`src/rtl/sid_bus_pkg.sv`:
```
// Shared types and constants for the SID bus controller.
package sid_bus_pkg;

  localparam int unsigned SID_DIV_BITS    = 3;
  localparam logic [4:0]  SID_REG_LAST_WR = 5'h18;
  localparam int unsigned SID_NUM_REGS    = 25;

  typedef enum logic [1:0] {
    StRstHold,
    StIdle,
    StSetup,
    StStrobe
  } sid_bus_state_e;

  // Registers above SID_REG_LAST_WR are read-only or unmapped on the SID.
  function automatic logic sid_addr_writable(input logic [4:0] addr);
    return addr <= SID_REG_LAST_WR;
  endfunction

endpackage

```
`src/rtl/sid_rr_arb2.sv`:
```
// Two-way round-robin grant; combinational, only active while enabled.
module sid_rr_arb2 (
  input  logic       i_valid_a,
  input  logic       i_valid_b,
  input  logic       i_en,
  input  logic       i_last_b,
  output logic [1:0] o_grant
);

  always_comb begin
    o_grant = 2'b00;
    if (i_en) begin
      // A wins a contest only when B was the last one served.
      if (i_valid_a && (!i_valid_b || i_last_b)) begin
        o_grant = 2'b01;
      end else if (i_valid_b) begin
        o_grant = 2'b10;
      end
    end
  end

endmodule

```
`src/rtl/sid_bus_ctrl.sv`:
```
// SID chip bus controller: reset sequencing, two-requester write arbitration and strobe timing.
// Optional shadow register file enabled by defining SID_BUS_SHADOW_EN.
module sid_bus_ctrl
  import sid_bus_pkg::*;
#(
  parameter int unsigned RESET_SID_CLKS = 16
) (
  input  logic       C6_CLK_8MHZ,
  input  logic       RST_N,
  input  logic       soft_reset,
  input  logic       a_valid,
  output logic       a_ready,
  input  logic [4:0] a_addr,
  input  logic [7:0] a_data,
  input  logic       b_valid,
  output logic       b_ready,
  input  logic [4:0] b_addr,
  input  logic [7:0] b_data,
  output logic       busy,
  output logic       SID_CLK,
  output logic       SID_NOTCS,
  output logic       SID_NOTRES,
  output logic [4:0] SID_ADDR,
  output logic [7:0] SID_DATA
`ifdef SID_BUS_SHADOW_EN
  ,
  input  logic [4:0] shd_addr,
  output logic [7:0] shd_data
`endif
);

  localparam int unsigned CntW = $clog2(RESET_SID_CLKS + 1);
  localparam logic [CntW-1:0] CntLast = CntW'(RESET_SID_CLKS - 1);

  localparam logic [SID_DIV_BITS-1:0] DivGrant   = SID_DIV_BITS'(1);
  localparam logic [SID_DIV_BITS-1:0] DivStrobe  = SID_DIV_BITS'(2);
  localparam logic [SID_DIV_BITS-1:0] DivRelease = SID_DIV_BITS'(0);
  localparam logic [SID_DIV_BITS-1:0] DivCount   = SID_DIV_BITS'(7);

  logic [SID_DIV_BITS-1:0] r_div;
  sid_bus_state_e          r_state;
  sid_bus_state_e          w_state_d;
  logic [CntW-1:0]         r_rst_cnt;
  logic [CntW-1:0]         w_rst_cnt_d;
  logic                    r_notres;
  logic                    w_notres_d;
  logic                    r_notcs;
  logic                    w_notcs_d;
  logic [4:0]              r_sid_addr;
  logic [4:0]              w_sid_addr_d;
  logic [7:0]              r_sid_data;
  logic [7:0]              w_sid_data_d;
  logic                    r_last_b;
  logic                    w_last_b_d;

  logic       w_arb_en;
  logic [1:0] w_grant;
  logic       w_hs_a;
  logic       w_hs_b;
  logic [4:0] w_hs_addr;
  logic [7:0] w_hs_data;

  assign w_arb_en = (r_state == StIdle) && (r_div == DivGrant);

  sid_rr_arb2 u_arb (
    .i_valid_a (a_valid),
    .i_valid_b (b_valid),
    .i_en      (w_arb_en),
    .i_last_b  (r_last_b),
    .o_grant   (w_grant)
  );

  assign a_ready   = w_grant[0];
  assign b_ready   = w_grant[1];
  assign w_hs_a    = a_valid & w_grant[0];
  assign w_hs_b    = b_valid & w_grant[1];
  assign w_hs_addr = w_hs_a ? a_addr : b_addr;
  assign w_hs_data = w_hs_a ? a_data : b_data;

  always_comb begin
    w_state_d    = r_state;
    w_rst_cnt_d  = r_rst_cnt;
    w_notres_d   = r_notres;
    w_notcs_d    = r_notcs;
    w_sid_addr_d = r_sid_addr;
    w_sid_data_d = r_sid_data;
    w_last_b_d   = r_last_b;

    // A handshake always consumes the request, so fairness tracks it regardless.
    if (w_hs_a || w_hs_b) begin
      w_last_b_d = w_hs_b;
    end

    if (soft_reset) begin
      w_state_d   = StRstHold;
      w_rst_cnt_d = '0;
      w_notres_d  = 1'b0;
      w_notcs_d   = 1'b1;
    end else begin
      unique case (r_state)
        StRstHold: begin
          w_notres_d = 1'b0;
          w_notcs_d  = 1'b1;
          if (r_div == DivCount) begin
            if (r_rst_cnt == CntLast) begin
              w_state_d   = StIdle;
              w_notres_d  = 1'b1;
              w_rst_cnt_d = '0;
            end else begin
              w_rst_cnt_d = r_rst_cnt + 1'b1;
            end
          end
        end
        StIdle: begin
          // Writes to read-only/unmapped registers are swallowed without a strobe.
          if ((w_hs_a || w_hs_b) && sid_addr_writable(w_hs_addr)) begin
            w_sid_addr_d = w_hs_addr;
            w_sid_data_d = w_hs_data;
            w_state_d    = StSetup;
          end
        end
        StSetup: begin
          if (r_div == DivStrobe) begin
            w_state_d = StStrobe;
            w_notcs_d = 1'b0;
          end
        end
        StStrobe: begin
          if (r_div == DivRelease) begin
            w_state_d = StIdle;
            w_notcs_d = 1'b1;
          end
        end
      endcase
    end
  end

  always_ff @(posedge C6_CLK_8MHZ or negedge RST_N) begin
    if (!RST_N) begin
      r_div      <= '0;
      r_state    <= StRstHold;
      r_rst_cnt  <= '0;
      r_notres   <= 1'b0;
      r_notcs    <= 1'b1;
      r_sid_addr <= '0;
      r_sid_data <= '0;
      r_last_b   <= 1'b1;
    end else begin
      r_div      <= r_div + SID_DIV_BITS'(1);
      r_state    <= w_state_d;
      r_rst_cnt  <= w_rst_cnt_d;
      r_notres   <= w_notres_d;
      r_notcs    <= w_notcs_d;
      r_sid_addr <= w_sid_addr_d;
      r_sid_data <= w_sid_data_d;
      r_last_b   <= w_last_b_d;
    end
  end

  assign busy       = (r_state != StIdle);
  assign SID_CLK    = r_div[SID_DIV_BITS-1];
  assign SID_NOTCS  = r_notcs;
  assign SID_NOTRES = r_notres;
  assign SID_ADDR   = r_sid_addr;
  assign SID_DATA   = r_sid_data;

`ifdef SID_BUS_SHADOW_EN
  logic [7:0] r_shadow [SID_NUM_REGS];

  // Shadow survives soft_reset so software can restore SID state afterwards.
  always_ff @(posedge C6_CLK_8MHZ or negedge RST_N) begin
    if (!RST_N) begin
      for (int i = 0; i < int'(SID_NUM_REGS); i++) begin
        r_shadow[i] <= '0;
      end
    end else if ((r_state == StSetup) && !soft_reset) begin
      r_shadow[r_sid_addr] <= r_sid_data;
    end
  end

  assign shd_data = sid_addr_writable(shd_addr) ? r_shadow[shd_addr] : 8'h00;
`endif

endmodule

```
`config.mk`:
```
export PLATFORM = sky130hd
export DESIGN_NAME = sid_bus_ctrl
export DESIGN_NICKNAME = d
export VERILOG_FILES = /design/src/rtl/sid_bus_pkg.sv /design/src/rtl/sid_rr_arb2.sv /design/src/rtl/sid_bus_ctrl.sv
export SDC_FILE = /design/constraint.sdc
export NUM_CORES = 1
export LEC_CHECK = 0
export BUFFER_PORTS_ARGS = -buffer_cell sky130_fd_sc_hd__clkbuf_2
export CAP_MARGIN = 40
export CORE_UTILIZATION = 45
export CTS_CLUSTER_SIZE = 8
export DETAILED_ROUTE_END_ITERATION = 12
export GPL_ROUTABILITY_DRIVEN = 1
export PLACE_DENSITY = 0.78
export SLEW_MARGIN = 20
export SYNTH_ARGS = -nofsm -noshare
export SYNTH_HDL_FRONTEND = slang
export SYNTH_SLANG_ARGS = --single-unit
```
`constraint.sdc`:
```
create_clock -name C6_CLK_8MHZ -period 2.1 [get_ports C6_CLK_8MHZ]
set_clock_uncertainty 0.2 [all_clocks]
set_input_delay 0.42 -clock C6_CLK_8MHZ [delete_from_list [all_inputs] [get_ports C6_CLK_8MHZ]]
set_output_delay 0.42 -clock C6_CLK_8MHZ [all_outputs]
set_load 0.02 [all_outputs]
```
* After elaboration in Yosys (flattened, before gate mapping)
Index checks and enable logic that the tools add are counted.
Widths: inputs -> output; s select.
** Operators by class
- $add $sub $neg :: 2
- $mul :: 0
- Divide/modulo/power cells :: 0
- Magnitude comparators :: 1
- Eq/ne operators :: 13
- Shift-type cells :: 0
- Multiplexer cells :: 24
- Bitwise logic cells :: 3
- Reductions and logical operators :: 15
** Operator list (number)
- $mux 5 :: 5
- $mux 2 :: 9
- $ne 3x3->1 const B :: 4
- $mux 8 :: 1
- $pmux 2 s4 :: 1
- $mux 1 :: 7
- $reduce_and 3->1 :: 2
- $add 5x1->5 const B :: 1
- $eq 5x4->1 const B :: 1
- $le 5x5->1 const B :: 1
- $reduce_and 5->1 :: 1
- $eq 2x2->1 const B :: 2
- $reduce_bool 2->1 :: 2
- $reduce_bool 4->1 :: 1
- $add 3x1->3 const B :: 1
- $eq 3x1->1 const B :: 1
- $eq 3x2->1 const B :: 1
- $eq 3x3->1 const B :: 1
- $logic_and 1x1->1 :: 3
- $logic_not 3->1 :: 1
- $ne 3x2->1 const B :: 1
- $pmux 1 s3 :: 1
- $and 1x1->1 :: 2
- $eq 2x1->1 const B :: 1
- 6 further kinds :: 7
** Storage, ports and cells
- Flip-flop bits (word level) :: 26
- Bits in latches :: 0
- Memory bits (writable) :: 0
- Bits in read-only memories :: 0
- Bits of input ports :: 31
- Output and inout port bits :: 19
- Logic and storage cells :: 66
- Memories :: 0

* Depth between registers and ports, before layout
- Depth after elaboration :: 12
- Mapped depth :: 10
- Gate-level depth less buffers :: 7

* By module
Synthesis repeated with hierarchy kept, for this count alone.
** Second synthesis, totals
- Cells, all modules :: 143
- Area total of the unflattened synthesis :: 1457.6 µm²
** Modules (own cells, without submodules)
- sid_bus_ctrl :: times used 1, cells an instance 138, area an instance 1436.4 µm², sequential area each 653.1 µm²
- sid_rr_arb2 :: times used 1, cells an instance 5, area an instance 21.3 µm², sequential area each 0.0 µm²

* Least setup slack after synthesis
Ideal clock, no wire load.
- Path type :: register to register
- From :: reg r_state[1]
- To :: reg r_sid_data[4] (netlist: SID_DATA[4])
- Library setup time :: 0.129 ns
- Arrival :: 1.803 ns
- Data required time :: 1.771 ns
- Setup slack :: -0.032 ns
- Stages on the path, launching flop included :: 10
- Path buffers :: 3
- Period minus slack after synthesis :: 2.132 ns
- Path through :: dfrtp_1 inv_1 ha_1 and3b_1 buf_2 and4_4 nor4bb_1 buf_4 buf_4 a31oi_2
** On the way
- Longest elaborated chain between the ends :: 8
- Elaborated cells between the ends (all ways) :: 11
- Classes of those cells :: order compare: 1; eq/ne: 1; mux: 3; bitwise: 2; reduce/logical: 4
** RTL lines
- from (decl) :: RTL line sid_bus_ctrl.sv:41 : sid_bus_state_e r_state;
- from (signal assigned) :: RTL line sid_bus_ctrl.sv:141 : r_state <= StRstHold;
- from (signal assigned) :: RTL line sid_bus_ctrl.sv:150 : r_state <= w_state_d;
- $eq 2x1->1 (*) :: RTL line sid_bus_ctrl.sv:63, sid_bus_ctrl.sv:100
- $logic_and 1x1->1 :: RTL line sid_bus_ctrl.sv:63 : assign w_arb_en = (r_state == StIdle) && (r_div == DivGrant);
- $mux 2 :: RTL line sid_rr_arb2.sv:12 : if (i_en) begin
- $and 1x1->1 :: RTL line sid_bus_ctrl.sv:75 : assign w_hs_a = a_valid & w_grant[0];
- $mux 5 :: RTL line sid_bus_ctrl.sv:77 : assign w_hs_addr = w_hs_a ? a_addr : b_addr;
- $le 5x5->1 :: RTL line sid_bus_pkg.sv:17 : return addr <= SID_REG_LAST_WR;
- $logic_and 1x1->1 :: RTL line sid_bus_ctrl.sv:116 : if ((w_hs_a || w_hs_b) && sid_addr_writable(w_hs_addr)) begin
- $reduce_and 3->1 (no line)
- to (signal assigned) :: RTL line sid_bus_ctrl.sv:155 : r_sid_data <= w_sid_data_d;
- to (decl) :: RTL line sid_bus_ctrl.sv:51 : logic [7:0] r_sid_data;
Mark *: on every way between the ends. The rest lies on a longest branch, timed or not.
A chain may end at the register's enable or synchronous reset.

* Worst setup path in the final report
- From :: reg r_state[0]
- To :: reg r_sid_data[0] (netlist: SID_DATA[0])
The elaborated chain is that of the path after synthesis.

==> flow_summary.ini <==
[clocking]
cts_tree = done
clk_pin_slew_ns = 0.14
cts.sinks = 26
cts_max_level = 1
cts_root_buf = clkbuf_4
cts_buffers = 3
clk_latency_ns = 0.32
clockBufferDepth = 2

[run_status]
violations = setup timing
status = finished, violations left

[die]
die-area_mm2 = 0.003479
core_mm2 = 0.003078
die_height_um = 58.99
io_pins = 50
start_util = 0.4748
die_x_um = 58.99
rows = 20

[timing]
worst_slew_pin_slew_ns = 0.6653
hold_viol_final = 0
setup_viol = 15
setup_slack_ns = -0.1209
post-route-period-util = 1.058
relSlewSlack = 0.5565
hold_slack_ns = 0.1044
finalCriticalPeriod_ns = 2.221
slew_viol_final = 0
rsz0062_at_grt = true
fmax_ghz = 0.4503

[synthesis]
synth_nets = 194
synth_cells = 152
ys_types = 35
ys_ff_latch = 26
syn_avg_cell_area_um2 = 9.614
seq_area_frac_synth = 0.4469
yosysTopAreaCell = dfrtp_1
netlist.area_leader.share = 0.4110
synthArstFlopShare = 1.000
synth_edf_count = 0
syn_area_mm2 = 0.001461
synthTopCellsByArea = dfrtp_1 (41%), ha_1 (9.4%), nand2_1 (5.4%)
yosys_warnings = 0
synthFlopType = dfrtp_1

[critical_path]
worstReg2RegStart = r_state[0]$_DFFE_PN0P_
required_ns = 2.15
crit_arrival_ns = 2.28
path_class = reg -> reg
crit_path_end_kind = flip-flop
setup.worst_path.start_class = flip-flop
setup.worst_path.start = r_state[0]$_DFFE_PN0P_
cp_max_fo = 13

[drt]
dr.max_layer_used = met4
vias_per_cell = 5.143
drc = 0
dr_wl_met2_um = 1672
wl_met3_um = 154
wl_met1_um = 1534
wl_per_cell_um = 12.80
drt_wl_total_um = 3391
vias = 1363
drtIter0Drc = 61
firstDrtPassIters = 4
ant_nets = 0

[pwr]
p_total_w = 0.002364
p_leak_nw = 1.036
irDropWorstVdd_v = 0.0004976
p_per_area_mw_per_mm2 = 1146

[placement]
globalplace.congestion = 0.7072
place_ws_ns = -0.007807
place_area_mm2 = 0.001813
port_buffers = 49
hpwl_um = 2235

[global_route]
antenna_found_initial = 0
overflow = 0
grt_use_total = 0.1988
grt_max_degree = 27
grt_pass1_vias = 1213
grt_pass1_wl_um = 5223

[hold_path]
hp-start = a_data[1]
hp-class = in -> reg

[final_layout]
drive_above_1_share = 0.4480
area_growth_pct = 41.18
fill_cells = 252
design_area_mm2 = 0.002063
multi_input_area_um2 = 819.5
antenna_cells = 0
finalNetCount = 264
seq_area_um2 = 654.4
fin_util = 0.6703

[run]
max-cap-violations = 0
## through the flow
stage	cells	setup TNS [ns]
after floorplan	152	0
after global placement	248	0
after detailed placement	248	-0.007807
after CTS	261	-0.5301
after global routing	265	-2.632
final	265	-1.203
## what timing repair did
| item | 4_1_cts | 5_1_grt |
|---|---|---|
| buffers inserted | 8 | 3 |
| gates cloned | 0 | 1 |
| endpoints found under the setup margin | 12 | 17 |
| hold buffers | 1 | 0 |
| gates resized for setup | 12 | 10 |
| endpoints found under the hold margin | 24 | 0 |
| pin swaps | 2 | 1 |
## power by group
| part | leakage [nW] | internal (W) | switching (W) |
|---|---|---|---|
| sequential | 0.329 | 0.000667 | 0.0000995 |
| combinational | 0.679 | 0.000567 | 0.000683 |
| clock | 0.0279 | 0.000193 | 0.000154 |
| total | 1.04 | 0.00143 | 0.000936 |
## worst max-delay path, cell delays in order, from the launching register on
cell	delay (ns)
dfrtp_2	0.46
ha_4	0.17
and3b_2	0.23
buf_4	0.14
and4_4	0.18
nor4bb_4	0.28
buf_4	0.17
buf_12	0.13
nor2_1	0.04
a31oi_1	0.15
## per-layer routing
| metal | global-route usage | vias to the layer above |
|---|---|---|
| met5 | 0 | - |
| li1 | - | 676 |
| met3 | 0.03275 | 4 |
| met1 | 0.2444 | 642 |
| met2 | 0.3458 | 41 |
| met4 | 0.08163 | 0 |
## Yosys cell counts (3+ instances only)
cell type and instances:
ha_1 11, a21oi_2 3, o21ai_0 4, a31oi_1 9, nand2_1 21, nand3_1 4
mux2i_1 5, nand2b_1 7, dfrtp_1 24, a21oi_1 9, nor2_1 17, inv_1 6
## registers in the layout (all words and copies together), names as in the netlist
| name | flops |
|---|---|
| SID_ADDR | 5 |
| SID_DATA | 8 |
| SID_NOTCS | 1 |
| SID_NOTRES | 1 |
| r_div | 3 |
| r_last_b | 1 |
| r_rst_cnt | 5 |
| r_state | 2 |
## layout make-up
cell class	instances	area share
clock inverters	1	0.01455
repair buffers	71	0.2207
flip-flops and latches	26	0.3172
multi-input cells	113	0.3972
inverters	7	0.01273
well taps	44	0.02668
clock buffers	3	0.01092
## cells by family (layout without fill, tap and decap cells)
group / count (synthesis) / after routing / synth area share
and+or+nand+nor: 60 / 60 / 0.1986
AOI/OAI and AO/OA: 36 / 36 / 0.1721
DFF: 26 / 26 / 0.4469
buffers and inverters: 13 / 82 / 0.04793
adders and majority gates: 11 / 11 / 0.09418
muxes: 5 / 5 / 0.03425
xor gates and xnor gates: 1 / 1 / 0.005994
## path summary, 6_finish.rpt
check	end	slack, ns	cells after the start
max	SID_DATA[0]$_DFFE_PN0P_	-0.12	9
min	SID_DATA[1]$_DFFE_PN0P_	0.10	3
max reg2reg	SID_DATA[0]$_DFFE_PN0P_	-0.12	9
min reg2reg	SID_ADDR[4]$_DFFE_PN0P_	0.33	2
max in group asynchronous	r_state[0]$_DFFE_PN0P_	0.80	2
min in group asynchronous	SID_ADDR[3]$_DFFE_PN0P_	0.44	2
## placed cells by master (no fill, tap or decap), types with 3 or more instances in the layout
cell type / instances
clkbuf_2: 47
dfrtp_1: 23
nand2_1: 20
buf_4: 18
nor2_1: 17
ha_1: 9
a21oi_1: 8
a31oi_1: 8
nand2b_1: 7
mux2i_1: 5
inv_1: 4
a21oi_2: 4
nand3_1: 4
a31oi_2: 3
clkbuf_4: 3
No activity file was read; power rests on OpenSTA's default activity.
